[src/rtl/extmem_burst_master_if.sv]
// Bundle of command, external-memory and stream signals for
// extmem_burst_master; master side is the burst engine.
`ifndef DATA_EXT_RAM
`define DATA_EXT_RAM 32
`endif
`ifndef ADDR_EXT_RAM
`define ADDR_EXT_RAM 20
`endif

interface extmem_burst_master_if #(
    parameter int DATA_W = `DATA_EXT_RAM,
    parameter int ADDR_W = `ADDR_EXT_RAM,
    parameter int LEN_W  = 16
);
    logic              cmd_valid;
    logic              cmd_ready;
    logic              cmd_dir;
    logic [ADDR_W-1:0] cmd_addr;
    logic [LEN_W-1:0]  cmd_len;

    logic              mem_re;
    logic [ADDR_W-1:0] mem_rd_addr;
    logic [DATA_W-1:0] mem_rd_data;
    logic              mem_we;
    logic [ADDR_W-1:0] mem_wr_addr;
    logic [DATA_W-1:0] mem_wr_data;

    logic              rd_valid;
    logic              rd_ready;
    logic [DATA_W-1:0] rd_data;
    logic              rd_last;

    logic              wr_valid;
    logic              wr_ready;
    logic [DATA_W-1:0] wr_data;

    logic              busy;
    logic              done;

    modport master (
        input  cmd_valid, cmd_dir, cmd_addr, cmd_len,
        input  mem_rd_data, rd_ready, wr_valid, wr_data,
        output cmd_ready, mem_re, mem_rd_addr,
        output mem_we, mem_wr_addr, mem_wr_data,
        output rd_valid, rd_data, rd_last, wr_ready,
        output busy, done
    );

    modport slave (
        output cmd_valid, cmd_dir, cmd_addr, cmd_len,
        output mem_rd_data, rd_ready, wr_valid, wr_data,
        input  cmd_ready, mem_re, mem_rd_addr,
        input  mem_we, mem_wr_addr, mem_wr_data,
        input  rd_valid, rd_data, rd_last, wr_ready,
        input  busy, done
    );
endinterface

[src/rtl/extmem_burst_master.sv]
// Burst engine moving words between an external memory and
// valid/ready read/write streams, with a 4-deep read buffer.
`ifndef DATA_EXT_RAM
`define DATA_EXT_RAM 32
`endif
`ifndef ADDR_EXT_RAM
`define ADDR_EXT_RAM 20
`endif

module extmem_burst_master #(
    parameter int DATA_W = `DATA_EXT_RAM,
    parameter int ADDR_W = `ADDR_EXT_RAM,
    parameter int LEN_W  = 16
) (
    input  logic                 clk,
    input  logic                 rst_n,
    extmem_burst_master_if.master bus
);
    typedef enum logic [1:0] {IDLE, READ, WRITE, FIN} state_t;

    state_t state, state_nx;

    logic [ADDR_W-1:0] base_q;
    logic [LEN_W-1:0]  len_q;
    logic [LEN_W-1:0]  iss_cnt;
    logic [LEN_W-1:0]  pop_cnt;
    logic [LEN_W-1:0]  acc_cnt;
    logic              pend_q;

    logic [DATA_W-1:0] fifo_mem [4];
    logic [1:0]        wptr;
    logic [1:0]        rptr;
    logic [2:0]        count;

    logic accept, issue, push, pop, last_pop, wr_hs;

    assign accept   = bus.cmd_valid && (state == IDLE);
    assign push     = pend_q;
    assign pop      = bus.rd_valid && bus.rd_ready;
    assign last_pop = pop && bus.rd_last;
    assign wr_hs    = bus.wr_valid && bus.wr_ready;

    assign bus.cmd_ready = (state == IDLE);
    assign bus.busy      = (state != IDLE);
    assign bus.done      = (state == FIN);
    assign bus.rd_valid  = (count != 3'd0);
    assign bus.rd_data   = fifo_mem[rptr];
    assign bus.rd_last   = (count != 3'd0) &&
                           (pop_cnt == len_q - LEN_W'(1));
    assign bus.wr_ready  = (state == WRITE) && (acc_cnt < len_q);

    always_ff @(posedge clk or negedge rst_n) begin
        if (!rst_n) state <= IDLE;
        else        state <= state_nx;
    end

    // Buffer occupancy plus reads still in the memory pipe must stay
    // below 4 so a newly issued read always finds a free slot.
    always_comb begin
        state_nx = state;
        issue    = 1'b0;
        unique case (state)
            IDLE: begin
                if (bus.cmd_valid) begin
                    if (bus.cmd_len == '0) begin
                        state_nx = FIN;
                    end else if (bus.cmd_dir) begin
                        state_nx = WRITE;
                    end else begin
                        state_nx = READ;
                        issue    = 1'b1;
                    end
                end
            end
            READ: begin
                issue = (iss_cnt < len_q) &&
                        ((count + {2'b0, bus.mem_re} +
                          {2'b0, pend_q}) < 3'd4);
                if (last_pop) state_nx = FIN;
            end
            WRITE: begin
                if (bus.mem_we && (acc_cnt == len_q)) state_nx = FIN;
            end
            FIN:     state_nx = IDLE;
            default: state_nx = IDLE;
        endcase
    end

    always_ff @(posedge clk or negedge rst_n) begin
        if (!rst_n) begin
            base_q          <= '0;
            len_q           <= '0;
            iss_cnt         <= '0;
            pop_cnt         <= '0;
            acc_cnt         <= '0;
            pend_q          <= 1'b0;
            bus.mem_re      <= 1'b0;
            bus.mem_rd_addr <= '0;
        end else begin
            pend_q     <= bus.mem_re;
            bus.mem_re <= issue;
            if (accept) begin
                base_q  <= bus.cmd_addr;
                len_q   <= bus.cmd_len;
                pop_cnt <= '0;
            end else if (pop) begin
                pop_cnt <= pop_cnt + LEN_W'(1);
            end
            if (accept) begin
                iss_cnt         <= issue ? LEN_W'(1) : '0;
                bus.mem_rd_addr <= bus.cmd_addr;
            end else if (issue) begin
                iss_cnt         <= iss_cnt + LEN_W'(1);
                bus.mem_rd_addr <= base_q + ADDR_W'(iss_cnt);
            end
            if (accept) begin
                acc_cnt <= '0;
            end else if (wr_hs) begin
                acc_cnt <= acc_cnt + LEN_W'(1);
            end
        end
    end

    always_ff @(posedge clk or negedge rst_n) begin
        if (!rst_n) begin
            for (int i = 0; i < 4; i++) fifo_mem[i] <= '0;
            wptr  <= '0;
            rptr  <= '0;
            count <= '0;
        end else begin
            if (push) begin
                fifo_mem[wptr] <= bus.mem_rd_data;
                wptr           <= wptr + 2'd1;
            end
            if (pop) rptr <= rptr + 2'd1;
            count <= count + {2'b0, push} - {2'b0, pop};
        end
    end

    always_ff @(posedge clk or negedge rst_n) begin
        if (!rst_n) begin
            bus.mem_we      <= 1'b0;
            bus.mem_wr_addr <= '0;
            bus.mem_wr_data <= '0;
        end else begin
            bus.mem_we <= wr_hs;
            if (wr_hs) begin
                bus.mem_wr_addr <= base_q + ADDR_W'(acc_cnt);
                bus.mem_wr_data <= bus.wr_data;
            end
        end
    end
endmodule

[src/flat_wrapper.sv]
// flat-port wrapper written by rule: the top's interface ports become plain ports
module extmem_burst_master_flat 
#(
    parameter int DATA_W = `DATA_EXT_RAM,
    parameter int ADDR_W = `ADDR_EXT_RAM,
    parameter int LEN_W  = 16
)
  (clk, rst_n, bus_cmd_valid, bus_cmd_dir, bus_cmd_addr, bus_cmd_len, bus_mem_rd_data, bus_rd_ready, bus_wr_valid, bus_wr_data, bus_cmd_ready, bus_mem_re, bus_mem_rd_addr, bus_mem_we, bus_mem_wr_addr, bus_mem_wr_data, bus_rd_valid, bus_rd_data, bus_rd_last, bus_wr_ready, bus_busy, bus_done);
  extmem_burst_master_if #(.DATA_W(DATA_W), .ADDR_W(ADDR_W), .LEN_W(LEN_W)) bus_i ();
  input  logic clk;
  input  logic rst_n;
  input wire logic [$bits(bus_i.cmd_valid)-1:0] bus_cmd_valid;
  input wire logic [$bits(bus_i.cmd_dir)-1:0] bus_cmd_dir;
  input wire logic [$bits(bus_i.cmd_addr)-1:0] bus_cmd_addr;
  input wire logic [$bits(bus_i.cmd_len)-1:0] bus_cmd_len;
  input wire logic [$bits(bus_i.mem_rd_data)-1:0] bus_mem_rd_data;
  input wire logic [$bits(bus_i.rd_ready)-1:0] bus_rd_ready;
  input wire logic [$bits(bus_i.wr_valid)-1:0] bus_wr_valid;
  input wire logic [$bits(bus_i.wr_data)-1:0] bus_wr_data;
  output wire logic [$bits(bus_i.cmd_ready)-1:0] bus_cmd_ready;
  output wire logic [$bits(bus_i.mem_re)-1:0] bus_mem_re;
  output wire logic [$bits(bus_i.mem_rd_addr)-1:0] bus_mem_rd_addr;
  output wire logic [$bits(bus_i.mem_we)-1:0] bus_mem_we;
  output wire logic [$bits(bus_i.mem_wr_addr)-1:0] bus_mem_wr_addr;
  output wire logic [$bits(bus_i.mem_wr_data)-1:0] bus_mem_wr_data;
  output wire logic [$bits(bus_i.rd_valid)-1:0] bus_rd_valid;
  output wire logic [$bits(bus_i.rd_data)-1:0] bus_rd_data;
  output wire logic [$bits(bus_i.rd_last)-1:0] bus_rd_last;
  output wire logic [$bits(bus_i.wr_ready)-1:0] bus_wr_ready;
  output wire logic [$bits(bus_i.busy)-1:0] bus_busy;
  output wire logic [$bits(bus_i.done)-1:0] bus_done;
  assign bus_i.cmd_valid = bus_cmd_valid;
  assign bus_i.cmd_dir = bus_cmd_dir;
  assign bus_i.cmd_addr = bus_cmd_addr;
  assign bus_i.cmd_len = bus_cmd_len;
  assign bus_i.mem_rd_data = bus_mem_rd_data;
  assign bus_i.rd_ready = bus_rd_ready;
  assign bus_i.wr_valid = bus_wr_valid;
  assign bus_i.wr_data = bus_wr_data;
  assign bus_cmd_ready = bus_i.cmd_ready;
  assign bus_mem_re = bus_i.mem_re;
  assign bus_mem_rd_addr = bus_i.mem_rd_addr;
  assign bus_mem_we = bus_i.mem_we;
  assign bus_mem_wr_addr = bus_i.mem_wr_addr;
  assign bus_mem_wr_data = bus_i.mem_wr_data;
  assign bus_rd_valid = bus_i.rd_valid;
  assign bus_rd_data = bus_i.rd_data;
  assign bus_rd_last = bus_i.rd_last;
  assign bus_wr_ready = bus_i.wr_ready;
  assign bus_busy = bus_i.busy;
  assign bus_done = bus_i.done;
  extmem_burst_master #(.DATA_W(DATA_W), .ADDR_W(ADDR_W), .LEN_W(LEN_W)) u_core (.clk(clk), .rst_n(rst_n), .bus(bus_i));
endmodule
[config.mk]
export PLATFORM = sky130hd
export DESIGN_NAME = extmem_burst_master_flat
export DESIGN_NICKNAME = d
export VERILOG_FILES = /design/src/rtl/extmem_burst_master_if.sv /design/src/rtl/extmem_burst_master.sv /design/src/flat_wrapper.sv
export SDC_FILE = /design/constraint.sdc
export NUM_CORES = 1
export LEC_CHECK = 0
export BUFFER_PORTS_ARGS = -buffer_cell sky130_fd_sc_hd__buf_2
export CAP_MARGIN = 5
export CORE_UTILIZATION = 29
export CTS_BUF_LIST = sky130_fd_sc_hd__clkbuf_4 sky130_fd_sc_hd__clkbuf_8
export DETAILED_ROUTE_END_ITERATION = 16
export REMOVE_ABC_BUFFERS = 1
export SYNTH_ARGS = -nofsm -noshare
export SYNTH_HDL_FRONTEND = slang
export SYNTH_SLANG_ARGS = --single-unit
[constraint.sdc]
create_clock -name clk -period 2.3 [get_ports clk]
set_input_delay 0.23 -clock clk [delete_from_list [all_inputs] [get_ports clk]]
set_output_delay 0.23 -clock clk [all_outputs]
set_load 0.05 [all_outputs]
==> results by group, run 1 <==
Timing
  – Final worst slack: -0.8722 ns
  – Total count of max-transition violations in the final report: 0
  – Total count of hold-check failures in the final report: 0
  – Worst slew slack as a fraction of its limit: 49.83%
  – Unrepaired setup endpoints after global routing: yes
  – Pin slew with the least headroom to its limit: 0.7504 ns
  – Post-route minimum period: 3.172 ns
  – Setup-failing EPs final: 110
  – Worst clock skew on the final layout: 0.03443 ns
  – Upper clock frequency limit: 0.3152 GHz
  – Final worst-path cycle share: 137.9%

Clocking
  – Source-to-sink clock delay at the later pin of the worst-skew pair: 0.66 ns
  – Clock tree from TritonCTS: built
  – H-tree depth: 2
  – Clk sink count: 296
  – Deepest clock path buffer count: 3
  – Root buf cell: sky130_fd_sc_hd__clkbuf_8
  – Clock transition at path regs: 0.06 ns
  – TritonCTS buffer count: 53

Worst hold path
  – Hold/Removal Path Class: in -> reg
  – Hold_sp: bus_cmd_valid
  – Cell depth of the worst min-delay path: 4
  – Sink of the worst hold path: u_core.state[1]

Final layout
  – Filler cell count: 4,733
  – Multi-input gate area in the final layout: 9138 sq um
  – Proportion of layout cells with a drive suffix above 1: 48.19%
  – Most frequent cells in the layout: 291 x sky130_fd_sc_hd__dfrtp_1, 182 x sky130_fd_sc_hd__buf_2, 182 x sky130_fd_sc_hd__buf_4
  – Most common cell after layout, fill and taps aside: sky130_fd_sc_hd__dfrtp_1
  – Area added between synthesis and finish: 55.48%
  – Nets@finish: 2,216
  – Storage element area: 7413 sq um
  – Final std cells w/o fill: 2,763

GRT
  – Antenna violations before repair: 3
  – Largest net degree at the start of global routing: 63
  – GRT Total Usage: 18.46%
  – First-pass GRT wire length: 78,160 um
  – Total congestion overflow after global routing: 0
  – Number of global-route vias before repair: 14,290

Run status
  – Violated checks: setup timing
  – Outcome: finished, violations left

Worst setup path
  – Setup slack, reg-to-reg: -0.42 ns
  – CP required: 2.07 ns
  – Worst r2r path cells: 13
  – Worst-path maximum fanout: 3
  – Crit path launch type: flop
  – WP data arrival: 2.94 ns
  – Critical path class: reg -> out
  – Worst Setup End Kind: output port
  – Launching point of the worst reg2reg path: u_core.len_q[4]
  – Worst R2R End: u_core.state[0]

Run
  – MaxCap Viol Count: 0

Placement
  – Routability Congestion: 0.8683
  – Estimated wirelength of the detail-placed design: 31,790 um
  – IO buf count: 217
  – Placed instance count: 2,495

Logic synthesis
  – Count of flip-flops with a built-in enable after synthesis: 0
  – Proportion of register bits with asynchronous set or reset after synthesis: 100.0%
  – Number of distinct library cell variants in the gate-level netlist after synthesis: 70
  – Proportion of netlist area held by the largest area contributor: 47.91%
  – Synthesized netlist cell count: 1,447
  – Synth area leaders: sky130_fd_sc_hd__dfrtp_1 48%, sky130_fd_sc_hd__mux2_2 9.3%, sky130_fd_sc_hd__ha_1 6.3%
  – Number of warnings printed during yosys synthesis: 0
  – Predominant post-synthesis flop cell: sky130_fd_sc_hd__dfrtp_1
  – Average size of a mapped cell: 10.68 sq um
  – Synthesis-stage register bit count: 296
  – Sequential fraction of the synthesis area: 47.91%
  – Netlist Area Pre-Place: 15,460 sq um
  – Leading area contributor after synthesis: sky130_fd_sc_hd__dfrtp_1

Power
  – Maximum vdd ir drop: 0.9253 mV
  – Total power after layout: 0.03628 W
  – Pwr dens: 1509 nW/um^2
  – Static power due to leakage: 11.10 nW

Floorplanning
  – Die area: 54,240 sq um
  – Top-Level Pins: 218
  – Die width: 232.9 um
  – Die outline height: 232.9 um
  – Initial Utilization: 29.36%
  – Std-Cell Core Area: 52,660 sq um
  – Placement Rows: 84

Routing
  – Drt wl/cell: 18.19 um
  – Vias per Instance: 4.838
  – Overall via count from detail_route: 13,370
  – Drt first pass iters: 5
  – Final Routed Wirelength: 50,260 um
  – Number of nets with antenna violations after detailed routing: 0
  – Starting DRT DRC Count: 613
  – Number of remaining DRC errors: 0
cell type report:
type / count / share of cell area, %
antenna: 2 / 0.02082
tap: 688 / 3.581
inverter: 49 / 0.8277
multi-input combinational: 1042 / 38.01
sequential: 296 / 30.84
clock buffer: 83 / 4.414
timing repair buffer: 587 / 21.39
clock inverter: 16 / 0.9109
timing repair:
action | in CTS | in global routing
gates cloned | 18 | 1
hold buffers | 103 | 0
resized for setup | 347 | 196
buffers inserted | 49 | 18
hold endpoints to repair | 466 | 0
setup endpoints to repair | 140 | 144
pin swaps | 171 | 97
state kept, by name, indices dropped and copies added, names as in the netlist:
signal,flops
u_core.len_q,16
u_core.bus.mem_rd_addr,20
u_core.iss_cnt,16
u_core.fifo_mem,128
u_core.acc_cnt,16
u_core.wptr,2
u_core.bus.mem_re,1
u_core.bus.mem_wr_data,32
u_core.state,2
u_core.base_q,20
u_core.rptr,2
u_core.count,3
u_core.pop_cnt,16
u_core.pend_q,1
u_core.bus.mem_wr_addr,20
u_core.bus.mem_we,1
critical path, stage by stage, from the launching register on:
cell	delay, ns
sky130_fd_sc_hd__dfrtp_1	0.37
sky130_fd_sc_hd__inv_2	0.06
sky130_fd_sc_hd__buf_4	0.15
sky130_fd_sc_hd__ha_4	0.16
sky130_fd_sc_hd__and2_4	0.16
sky130_fd_sc_hd__a211o_2	0.32
sky130_fd_sc_hd__a31oi_1	0.32
sky130_fd_sc_hd__nor2_1	0.12
sky130_fd_sc_hd__nand4_1	0.12
sky130_fd_sc_hd__nor2_1	0.05
sky130_fd_sc_hd__nor4bb_4	0.15
sky130_fd_sc_hd__buf_4	0.16
sky130_fd_sc_hd__buf_12	0.14
routing by layer:
layer | GRT usage, % | vias up | routed length [um]
met4 | 6.127 | 2 | 1387
li1 | - | 6270 | -
met1 | 23.63 | 6660 | 21810
met2 | 30.99 | 342 | 24470
met3 | 3.603 | 93 | 2589
met5 | 0 | - | 13
through the flow:
stage                     setup TNS, ns  hold WS [ns]  area (sq um)  worst slack, ns  utilization [%]
after floorplan                 -208.65      -0.06559         15230           -2.766                -
after global placement           -23.39        0.1918         18880          -0.5311            35.86
after detailed placement         -23.86        0.1962         18880          -0.5599            35.86
final                            -24.80       0.09841         24040          -0.8722            45.65
after global routing             -35.15        0.1031         24030           -1.024            45.64
after CTS                        -56.84       0.05404         23440          -0.8958            44.51
kinds of logic after synthesis:
logic type                 count (synthesis)  synth area share (%)
adders and majority gates                 81                 6.701
and+or+nand+nor                          498                 14.90
buffers and inverters                    109                 2.695
AOI/OAI and AO/OA                        209                 8.433
muxes                                    166                 14.37
DFF                                      296                 47.91
xor gates and xnor gates                  88                 4.985
cells in the mapped netlist (18+ instances only):
| cell | n |
|---|---|
| sky130_fd_sc_hd__ha_1 | 78 |
| sky130_fd_sc_hd__nor2_1 | 100 |
| sky130_fd_sc_hd__xor2_1 | 38 |
| sky130_fd_sc_hd__buf_1 | 18 |
| sky130_fd_sc_hd__o21ai_0 | 69 |
| sky130_fd_sc_hd__inv_1 | 46 |
| sky130_fd_sc_hd__a21oi_1 | 55 |
| sky130_fd_sc_hd__nand4_1 | 20 |
| sky130_fd_sc_hd__nor3_1 | 21 |
| sky130_fd_sc_hd__mux4_2 | 32 |
| sky130_fd_sc_hd__clkbuf_1 | 36 |
| sky130_fd_sc_hd__dfrtp_1 | 296 |
| sky130_fd_sc_hd__nand2_1 | 242 |
| sky130_fd_sc_hd__xnor2_1 | 50 |
| sky130_fd_sc_hd__nand3_1 | 24 |
| sky130_fd_sc_hd__mux2_2 | 128 |
worst max path at each step:
stage / start / endpoint / slack [ns] / cells past startpoint
after floorplan: u_core.state[0] / u_core.bus.mem_rd_addr[11] / -2.77 / 10
after global placement: u_core.len_q[0] / bus_rd_last / -0.53 / 10
after detailed placement: u_core.len_q[0] / bus_rd_last / -0.56 / 10
after CTS: u_core.len_q[4] / bus_rd_last / -0.90 / 11
after global routing: u_core.len_q[4] / bus_rd_last / -1.02 / 11
final: u_core.len_q[1] / bus_rd_last / -0.87 / 12
power by group:
group	internal, W	leakage (nW)	switching (W)	total (W)
clock network	0.00342	0.668	0.00243	0.00585
registers	0.00749	3.63	0.00155	0.00904
logic	0.00952	6.80	0.0119	0.0214
Power figures use the tool's default switching activity.
==> inputs of run 2 (changes only) <==
--- a/config.mk
+++ b/config.mk
@@ -7,6 +7,7 @@
 export LEC_CHECK = 0
 export BUFFER_PORTS_ARGS = -buffer_cell sky130_fd_sc_hd__buf_2
 export CAP_MARGIN = 5
+export CORE_ASPECT_RATIO = 0.7
 export CORE_UTILIZATION = 29
 export CTS_BUF_LIST = sky130_fd_sc_hd__clkbuf_4 sky130_fd_sc_hd__clkbuf_8
 export DETAILED_ROUTE_END_ITERATION = 16
==> run 2 against run 1 <==
Compared with the run above: the flow still finishes with violations (setup timing); die area barely moved; global-route usage fell by 0.88 points; flip-flop and latch count did not move; hold slack got worse by 0.031 ns; routed wire length fell by 2.0%; via count rose by 0.22%; power fell by 1.5%; register-to-register slack got worse by 0.37 ns; critical path depth rose by 2; count of clock-buffer cells in the layout fell by 3; critical path type unchanged.
==> results by group, run 2 (synthesis results as in run 1) <==
Clocking
  – Deepest clock path buffer count: 3 (unchanged)
  – Source-to-sink clock delay at the later pin of the worst-skew pair: 0.67 ns (about the same)
  – Clock transition at path regs: 0.06 ns (about the same)
  – Clock tree from TritonCTS: built
  – H-tree depth: 2 (unchanged)
  – Root buf cell: sky130_fd_sc_hd__clkbuf_8
  – TritonCTS buffer count: 52 (-1.9%)
  – Clk sink count: 296 (unchanged)

Floorplanning
  – Top-Level Pins: 218 (unchanged)
  – Die width: 278.0 um (+19%)
  – Die outline height: 195.2 um (-16%)
  – Initial Utilization: 29.47% (+0.11 points)
  – Std-Cell Core Area: 52,460 sq um (-0.37%)
  – Die area: 54,250 sq um (about the same)
  – Placement Rows: 70 (-17%)

Worst hold path
  – Hold_sp: bus_rd_ready
  – Sink of the worst hold path: u_core.rptr[0]
  – Cell depth of the worst min-delay path: 4 (unchanged)
  – Hold/Removal Path Class: in -> reg

Final layout
  – Number of antenna cells inserted: 0 (-2)
  – Most frequent cells in the layout: 290 x sky130_fd_sc_hd__dfrtp_1, 182 x sky130_fd_sc_hd__buf_2, 177 x sky130_fd_sc_hd__buf_4
  – Proportion of layout cells with a drive suffix above 1: 46.54% (-1.7 points)
  – Biggest regs: u_core.fifo_mem: 128 flops, u_core.bus.mem_wr_data: 32 flops
  – Register bank with the most flops: u_core.fifo_mem
  – Final core utilization: 45.06% (-0.59 points)
  – Nets@finish: 2,214 (-0.090%)
  – Area added between synthesis and finish: 52.92%
  – Most common cell after layout, fill and taps aside: sky130_fd_sc_hd__dfrtp_1
  – Largest register FFs: 128 (unchanged)
  – Cell area after layout: 23,640 sq um (-1.6%)

Power
  – Pwr dens: 1511 nW/um^2 (+0.13%)
  – Static power due to leakage: 10.97 nW (-1.2%)
  – Maximum vdd ir drop: 0.9173 mV (-0.86%)
  – Net Sw Frac: 43.89% (+0.20 points)
  – Share of power burned in registers: 25.1% (+0.2 points)
  – Switching pwr: 0.01568 W (-1.1%)
  – Proportion of power drawn by combinational gates: 59.2% (+0.2 points)
  – Int Pwr: 0.02005 W (-1.9%)
  – Share of total power in the clock network: 15.7% (-0.4 points)

Worst setup path
  – Setup slack, reg-to-reg: -0.79 ns (-0.37 ns)
  – CP required: 2.07 ns (about the same)
  – Critical path class: reg -> out
  – WP data arrival: 2.94 ns (about the same)
  – Worst R2R End: u_core.acc_cnt[9]
  – Worst Setup End Kind: output port
  – Crit path launch type: flop
  – Launching point of the worst reg2reg path: u_core.len_q[9]
  – Worst r2r path cells: 16 (+3)
  – Worst-path maximum fanout: 3 (unchanged)

Routing
  – Number of remaining DRC errors: 0 (unchanged)
  – Vias per Instance: 4.870 (+0.65%)
  – Final Routed Wirelength: 49,280 um (-2.0%)
  – Drt wl/cell: 17.91 um (-1.5%)
  – Drt first pass iters: 5 (unchanged)
  – Starting DRT DRC Count: 757 (+23%)
  – Overall via count from detail_route: 13,400 (+0.22%)
  – Number of nets with antenna violations after detailed routing: 0 (unchanged)

Run status
  – Outcome: finished, violations left
  – Violated checks: setup timing

GRT
  – Met3 layer usage reported by global route: 4.582% (+0.98 points)
  – Most utilized layer in the global route result: met2
  – Total congestion overflow after global routing: 0 (unchanged)
  – Met1 usage in global routing: 25.00% (+1.4 points)
  – First-pass GRT wire length: 75,360 um (-3.6%)
  – Largest net degree at the start of global routing: 59 (-6.3%)
  – Number of global-route vias before repair: 13,770 (-3.6%)
  – Met2 demand-to-capacity share in global routing: 26.44% (-4.6 points)
  – Antenna violations before repair: 0 (-3)
  – GRT Total Usage: 17.57% (-0.88 points)

Placement
  – Routability Congestion: 0.8720 (+0.43%)
  – IO buf count: 217 (unchanged)
  – Placement Cell Area: 18,860 sq um (-0.12%)
  – Estimated wirelength of the detail-placed design: 31,680 um (-0.34%)

Timing
  – Final worst-path cycle share: 137.6% (-0.28 points)
  – Unrepaired setup endpoints after global routing: yes
  – Post-route minimum period: 3.166 ns (-0.006457 ns)
  – Pin slew with the least headroom to its limit: 0.7515 ns (+0.001077 ns)
  – Final worst slack: -0.8657 ns (+0.006457 ns)
  – Upper clock frequency limit: 0.3159 GHz (+0.20%)
  – Setup-failing EPs final: 115 (+4.5%)
  – Worst slew slack as a fraction of its limit: 49.76% (-0.072 points)
  – Total count of hold-check failures in the final report: 0 (unchanged)
  – Worst clock skew on the final layout: 0.06726 ns (+0.03283 ns)
  – Total count of max-transition violations in the final report: 0 (unchanged)

Run
  – MaxCap Viol Count: 0 (unchanged)
[run 2: cell count changes in the layout (fill, tap and decap cells not counted), moves of 4 or more]
cell,before,now
sky130_fd_sc_hd__buf_6,65,72
sky130_fd_sc_hd__buf_12,33,28
sky130_fd_sc_hd__nand2_2,49,60
sky130_fd_sc_hd__buf_16,8,4
sky130_fd_sc_hd__buf_4,182,177
sky130_fd_sc_hd__o21ai_2,17,11
sky130_fd_sc_hd__o21ai_1,13,18
sky130_fd_sc_hd__buf_8,13,18
sky130_fd_sc_hd__nor2_2,4,0
sky130_fd_sc_hd__nand2_4,29,19
sky130_fd_sc_hd__clkbuf_8,70,66
[run 2: final cells by class]
class | instances | area [sq um]
clock inverters | 14 | 180.2
flip-flops and latches | 296 | 7415
inverters | 49 | 214.0
well taps | 684 | 855.8
multi-input cells | 1042 | 8876
fillers | 4756 | 28820
clock buffers | 80 | 1013
repair buffers | 586 | 5087
[run 2: what timing repair did]
item	in CTS	in global routing
endpoints found under the setup margin	148	149
pin swaps	153	118
cloned	12	4
hold buffers	102	0
buffers inserted	37	38
hold endpoints to repair	424	0
gates resized for setup	319	176
[run 2: power by group through the flow]
stage | Clock [W] | Combinational [W] | Sequential, W
floorplan | 0 | 0.00865 | 0.0109
global placement | 0 | 0.0161 | 0.00873
detailed placement | 0 | 0.0164 | 0.00887
CTS | 0.00581 | 0.0199 | 0.00886
global route | 0.00602 | 0.0224 | 0.00921
finish | 0.00561 | 0.0212 | 0.00897
[run 2: per-layer routing]
| metal | routed length (um) | vias to the layer above |
|---|---|---|
| li1 | - | 6258 |
| met1 | 23310 | 6679 |
| met2 | 21760 | 379 |
| met3 | 3286 | 80 |
| met4 | 926 | 0 |
| met5 | 0 | - |
[run 2: worst max path at each step]
stage / depth (start not counted) / endpoint / start
floorplan: 10 / u_core.bus.mem_rd_addr[11] / u_core.state[0]
global placement: 10 / bus_rd_last / u_core.len_q[0]
detailed placement: 11 / u_core.iss_cnt[10] / u_core.pend_q
CTS: 11 / bus_rd_last / u_core.len_q[4]
global route: 11 / bus_rd_last / u_core.len_q[4]
finish: 14 / bus_wr_ready / u_core.len_q[9]
[run 2: worst max-delay path: stages, from the launching register on]
cell                        delay [ns]
sky130_fd_sc_hd__dfrtp_1          0.40
sky130_fd_sc_hd__buf_6            0.12
sky130_fd_sc_hd__buf_6            0.10
sky130_fd_sc_hd__buf_6            0.10
sky130_fd_sc_hd__buf_6            0.10
sky130_fd_sc_hd__buf_6            0.11
sky130_fd_sc_hd__inv_6            0.06
sky130_fd_sc_hd__ha_4             0.19
sky130_fd_sc_hd__a21o_1           0.15
sky130_fd_sc_hd__a21o_1           0.16
sky130_fd_sc_hd__a21oi_2          0.16
sky130_fd_sc_hd__o2111ai_2        0.19
sky130_fd_sc_hd__nor2_4           0.17
sky130_fd_sc_hd__buf_6            0.13
sky130_fd_sc_hd__buf_8            0.14
[run 2: through the flow]
stage	instances	setup slack, ns	hold WS [ns]	total power (W)	setup TNS [ns]
after global placement	2482	-0.4940	0.2332	0.02481	-29.89
final	2751	-0.8657	0.06701	0.03573	-71.56
after CTS	2725	-0.8681	0.001951	0.03452	-35.27
after floorplan	1387	-2.766	-0.06559	0.01957	-208.65
after detailed placement	2482	-0.5127	0.2355	0.02525	-35.34
after global routing	2751	-0.9851	0.04100	0.03765	-81.95
==> inputs of run 3 (changes only) <==
--- a/config.mk
+++ b/config.mk
@@ -5,13 +5,12 @@
 export SDC_FILE = /design/constraint.sdc
 export NUM_CORES = 1
 export LEC_CHECK = 0
-export BUFFER_PORTS_ARGS = -buffer_cell sky130_fd_sc_hd__buf_2
 export CAP_MARGIN = 5
 export CORE_ASPECT_RATIO = 0.7
 export CORE_UTILIZATION = 29
 export CTS_BUF_LIST = sky130_fd_sc_hd__clkbuf_4 sky130_fd_sc_hd__clkbuf_8
 export DETAILED_ROUTE_END_ITERATION = 16
-export REMOVE_ABC_BUFFERS = 1
+export DONT_BUFFER_PORTS = 1
 export SYNTH_ARGS = -nofsm -noshare
 export SYNTH_HDL_FRONTEND = slang
 export SYNTH_SLANG_ARGS = --single-unit
==> run 3 against run 2 <==
Compared with the run above: first-iteration DRC count is 27% higher; sequential share of layout area up 2.3 points; register-to-register slack improved by 0.22 ns; critical endpoint is now bus_rd_last; clock power shrank 0.7%; combinational power is 24% lower; sequential power grew 24%; cell count is 8.6% lower; the flow finishes with violations (hold timing, setup timing); die area unchanged; hold slack got worse by 0.80 ns.
==> results by group, run 3 (synthesis results as in run 1) <==
Routing
  – Vias per Instance: 5.070 (+4.1%)
  – Number of remaining DRC errors: 0 (unchanged)
  – Final Routed Wirelength: 49,260 um (about the same)
  – Drt first pass iters: 5 (unchanged)
  – Drt wl/cell: 19.58 um (+9.3%)
  – Starting DRT DRC Count: 961 (+27%)
  – Overall via count from detail_route: 12,750 (-4.8%)
  – Number of nets with antenna violations after detailed routing: 0 (unchanged)

Worst setup path
  – Critical path class: reg -> out
  – WP data arrival: 2.93 ns (about the same)
  – CP required: 2.07 ns (about the same)
  – Crit path launch type: flop
  – Worst Setup End Kind: output port
  – Setup slack, reg-to-reg: -0.57 ns (+0.22 ns)
  – Worst-path maximum fanout: 5 (+2)

Clocking
  – H-tree depth: 2 (unchanged)
  – Clock transition at path regs: 0.07 ns (about the same)
  – Clock tree from TritonCTS: built
  – TritonCTS buffer count: 51 (-1.9%)
  – Root buf cell: sky130_fd_sc_hd__clkbuf_8
  – Source-to-sink clock delay at the later pin of the worst-skew pair: 0.65 ns (-0.02 ns)
  – Clk sink count: 296 (unchanged)
  – Deepest clock path buffer count: 3 (unchanged)
  – Hold-fix buffers, CTS: 103 (+0.98%)

Power
  – Pwr dens: 1488 nW/um^2 (-1.5%)
  – Maximum vdd ir drop: 0.6728 mV (-27%)
  – Static power due to leakage: 9.870 nW (-10%)

GRT
  – Number of global-route vias before repair: 12,930 (-6.1%)
  – Total congestion overflow after global routing: 0 (unchanged)
  – First-pass GRT wire length: 74,510 um (-1.1%)
  – Antenna violations before repair: 3 (+3)
  – Largest net degree at the start of global routing: 297 (+400%)
  – GRT Total Usage: 17.63% (+0.056 points)

Placement
  – Worst setup slack before clock tree synthesis: -0.3409 ns (+0.1719 ns)
  – IO buf count: 0 (-100%)
  – Routability Congestion: 0.8527 (-2.2%)
  – Placed instance count: 2,250 (-9.3%)
  – Estimated wirelength of the detail-placed design: 30,080 um (-5.1%)

Run status
  – Violated checks: hold timing, setup timing
  – Outcome: finished, violations left

Timing
  – Worst slew slack as a fraction of its limit: 44.04% (-5.7 points)
  – Unrepaired setup endpoints after global routing: yes
  – Setup-failing EPs final: 110 (-4.3%)
  – Final worst slack: -0.8616 ns (+0.004151 ns)
  – Post-route minimum period: 3.162 ns (-0.004151 ns)
  – Total count of hold-check failures in the final report: 296 (+296)
  – Total count of max-transition violations in the final report: 0 (unchanged)
  – Pin slew with the least headroom to its limit: 0.8370 ns (+0.08550 ns)
  – Worst clock skew on the final layout: 0.04053 ns (-0.02673 ns)
  – Final worst-path cycle share: 137.5% (-0.18 points)
  – Upper clock frequency limit: 0.3163 GHz (+0.13%)
  – Final-layout worst hold slack: -0.7284 ns (-0.7954 ns)

Final layout
  – Most frequent cells in the layout: 289 x sky130_fd_sc_hd__dfrtp_1, 176 x sky130_fd_sc_hd__buf_4, 169 x sky130_fd_sc_hd__nand2_1
  – Largest register FFs: 128 (unchanged)
  – Final std cells w/o fill: 2,515 (-8.6%)
  – Filler cell count: 4,780 (+0.50%)
  – Final core utilization: 42.04% (-3.0 points)
  – Biggest regs: u_core.fifo_mem: 128 flops, u_core.bus.mem_wr_data: 32 flops
  – Nets@finish: 1,980 (-11%)
  – Register bank with the most flops: u_core.fifo_mem
  – Proportion of layout cells with a drive suffix above 1: 39.31% (-7.2 points)
  – Most common cell after layout, fill and taps aside: sky130_fd_sc_hd__dfrtp_1
  – Area added between synthesis and finish: 42.67%

Floorplanning
  – Initial Utilization: 29.47% (unchanged)
  – Top-Level Pins: 218 (unchanged)
  – Die width: 278.0 um (unchanged)
  – Std-Cell Core Area: 52,460 sq um (unchanged)
  – Placement Rows: 70 (unchanged)
  – Die area: 54,250 sq um (unchanged)
  – Die outline height: 195.2 um (unchanged)

Worst hold path
  – Hold/Removal Path Class: in -> async

Logic synthesis
  – Synth Net Count: 1,634

Run
  – MaxCap Viol Count: 0 (unchanged)
==> run 3: cell count changes in the layout (fill, tap and decap cells not counted), moves of 4 or more <==
cell,delta
sky130_fd_sc_hd__nand2_1,+6
sky130_fd_sc_hd__a21oi_1,+5
sky130_fd_sc_hd__buf_12,-4
sky130_fd_sc_hd__nor3b_2,+4
sky130_fd_sc_hd__nor2_4,-7
sky130_fd_sc_hd__buf_8,-12
sky130_fd_sc_hd__ha_1,-4
sky130_fd_sc_hd__nor2_2,+5
sky130_fd_sc_hd__nand2_4,+7
sky130_fd_sc_hd__a21oi_2,-4
sky130_fd_sc_hd__buf_2,-182
sky130_fd_sc_hd__buf_6,-39
sky130_fd_sc_hd__clkbuf_4,-5
sky130_fd_sc_hd__nand2_2,-13
==> run 3: area by class of cell <==
cell class | instances | area (sq um) | share of cell area [%]
clock buffers | 75 | 975.9 | 4.425
inverters | 49 | 202.7 | 0.9190
well taps | 684 | 855.8 | 3.880
clock inverters | 14 | 183.9 | 0.8339
multi-input cells | 1043 | 8855 | 40.15
flip-flops and latches | 296 | 7416 | 33.62
repair buffers | 352 | 3562 | 16.15
diodes | 2 | 5.005 | 0.02269
==> run 3: worst paths after layout <==
path	startpoint	endpoint	cells past startpoint
worst max-delay path	u_core.len_q[1]	bus_rd_last	11
worst min-delay path	rst_n	u_core.iss_cnt[1]	0
worst max register to register	u_core.len_q[9]	u_core.iss_cnt[10]	15
worst min register to register	u_core.fifo_mem[58]	u_core.fifo_mem[58]	1
max in group asynchronous	rst_n	u_core.fifo_mem[16]	0
min in group clk	bus_cmd_valid	u_core.pop_cnt[9]	3
==> run 3: power by group <==
group	leakage, nW	switching, W	internal, W
combinational	5.64	0.00877	0.00737
sequential	3.63	0.00367	0.00744
clock	0.597	0.00240	0.00317
total	9.87	0.0148	0.0180
==> run 3: repair_timing <==
| item | in CTS | in global routing |
|---|---|---|
| resized for setup | 186 | 185 |
| cloned | 16 | 3 |
| endpoints found under the hold margin | 518 | 296 |
| setup buffers | 35 | 32 |
| pin swaps | 74 | 87 |
| setup endpoints to repair | 141 | 133 |
==> run 3: metrics by stage <==
| step | cell area, sq um | TNS (ns) | power, W |
|---|---|---|---|
| final | 22060 | -48.10 | 0.03282 |
| after global routing | 22050 | -61.10 | 0.03456 |
| after CTS | 21260 | -28.47 | 0.03188 |
| after detailed placement | 17720 | -25.66 | 0.02400 |
| after global placement | 17720 | -20.98 | 0.02354 |
| after floorplan | 15640 | -5.896 | 0.01991 |
==> run 3: critical path: stages, from the launching register on <==
cell	delay, ns
sky130_fd_sc_hd__dfrtp_1	0.36
sky130_fd_sc_hd__inv_2	0.05
sky130_fd_sc_hd__buf_4	0.13
sky130_fd_sc_hd__ha_1	0.19
sky130_fd_sc_hd__buf_4	0.16
sky130_fd_sc_hd__and4_1	0.21
sky130_fd_sc_hd__a211oi_1	0.35
sky130_fd_sc_hd__nor3b_2	0.08
sky130_fd_sc_hd__a41oi_1	0.28
sky130_fd_sc_hd__nor2_1	0.10
sky130_fd_sc_hd__nor4bb_4	0.18
sky130_fd_sc_hd__buf_12	0.18
==> run 3: metal layers <==
layer	vias to the layer above	GRT usage [%]	part of all wire (%)
li1	5797	-	-
met4	2	6.343	3.0
met5	-	0	0.026
met3	105	4.259	6.2
met2	361	26.60	46
met1	6485	24.51	45
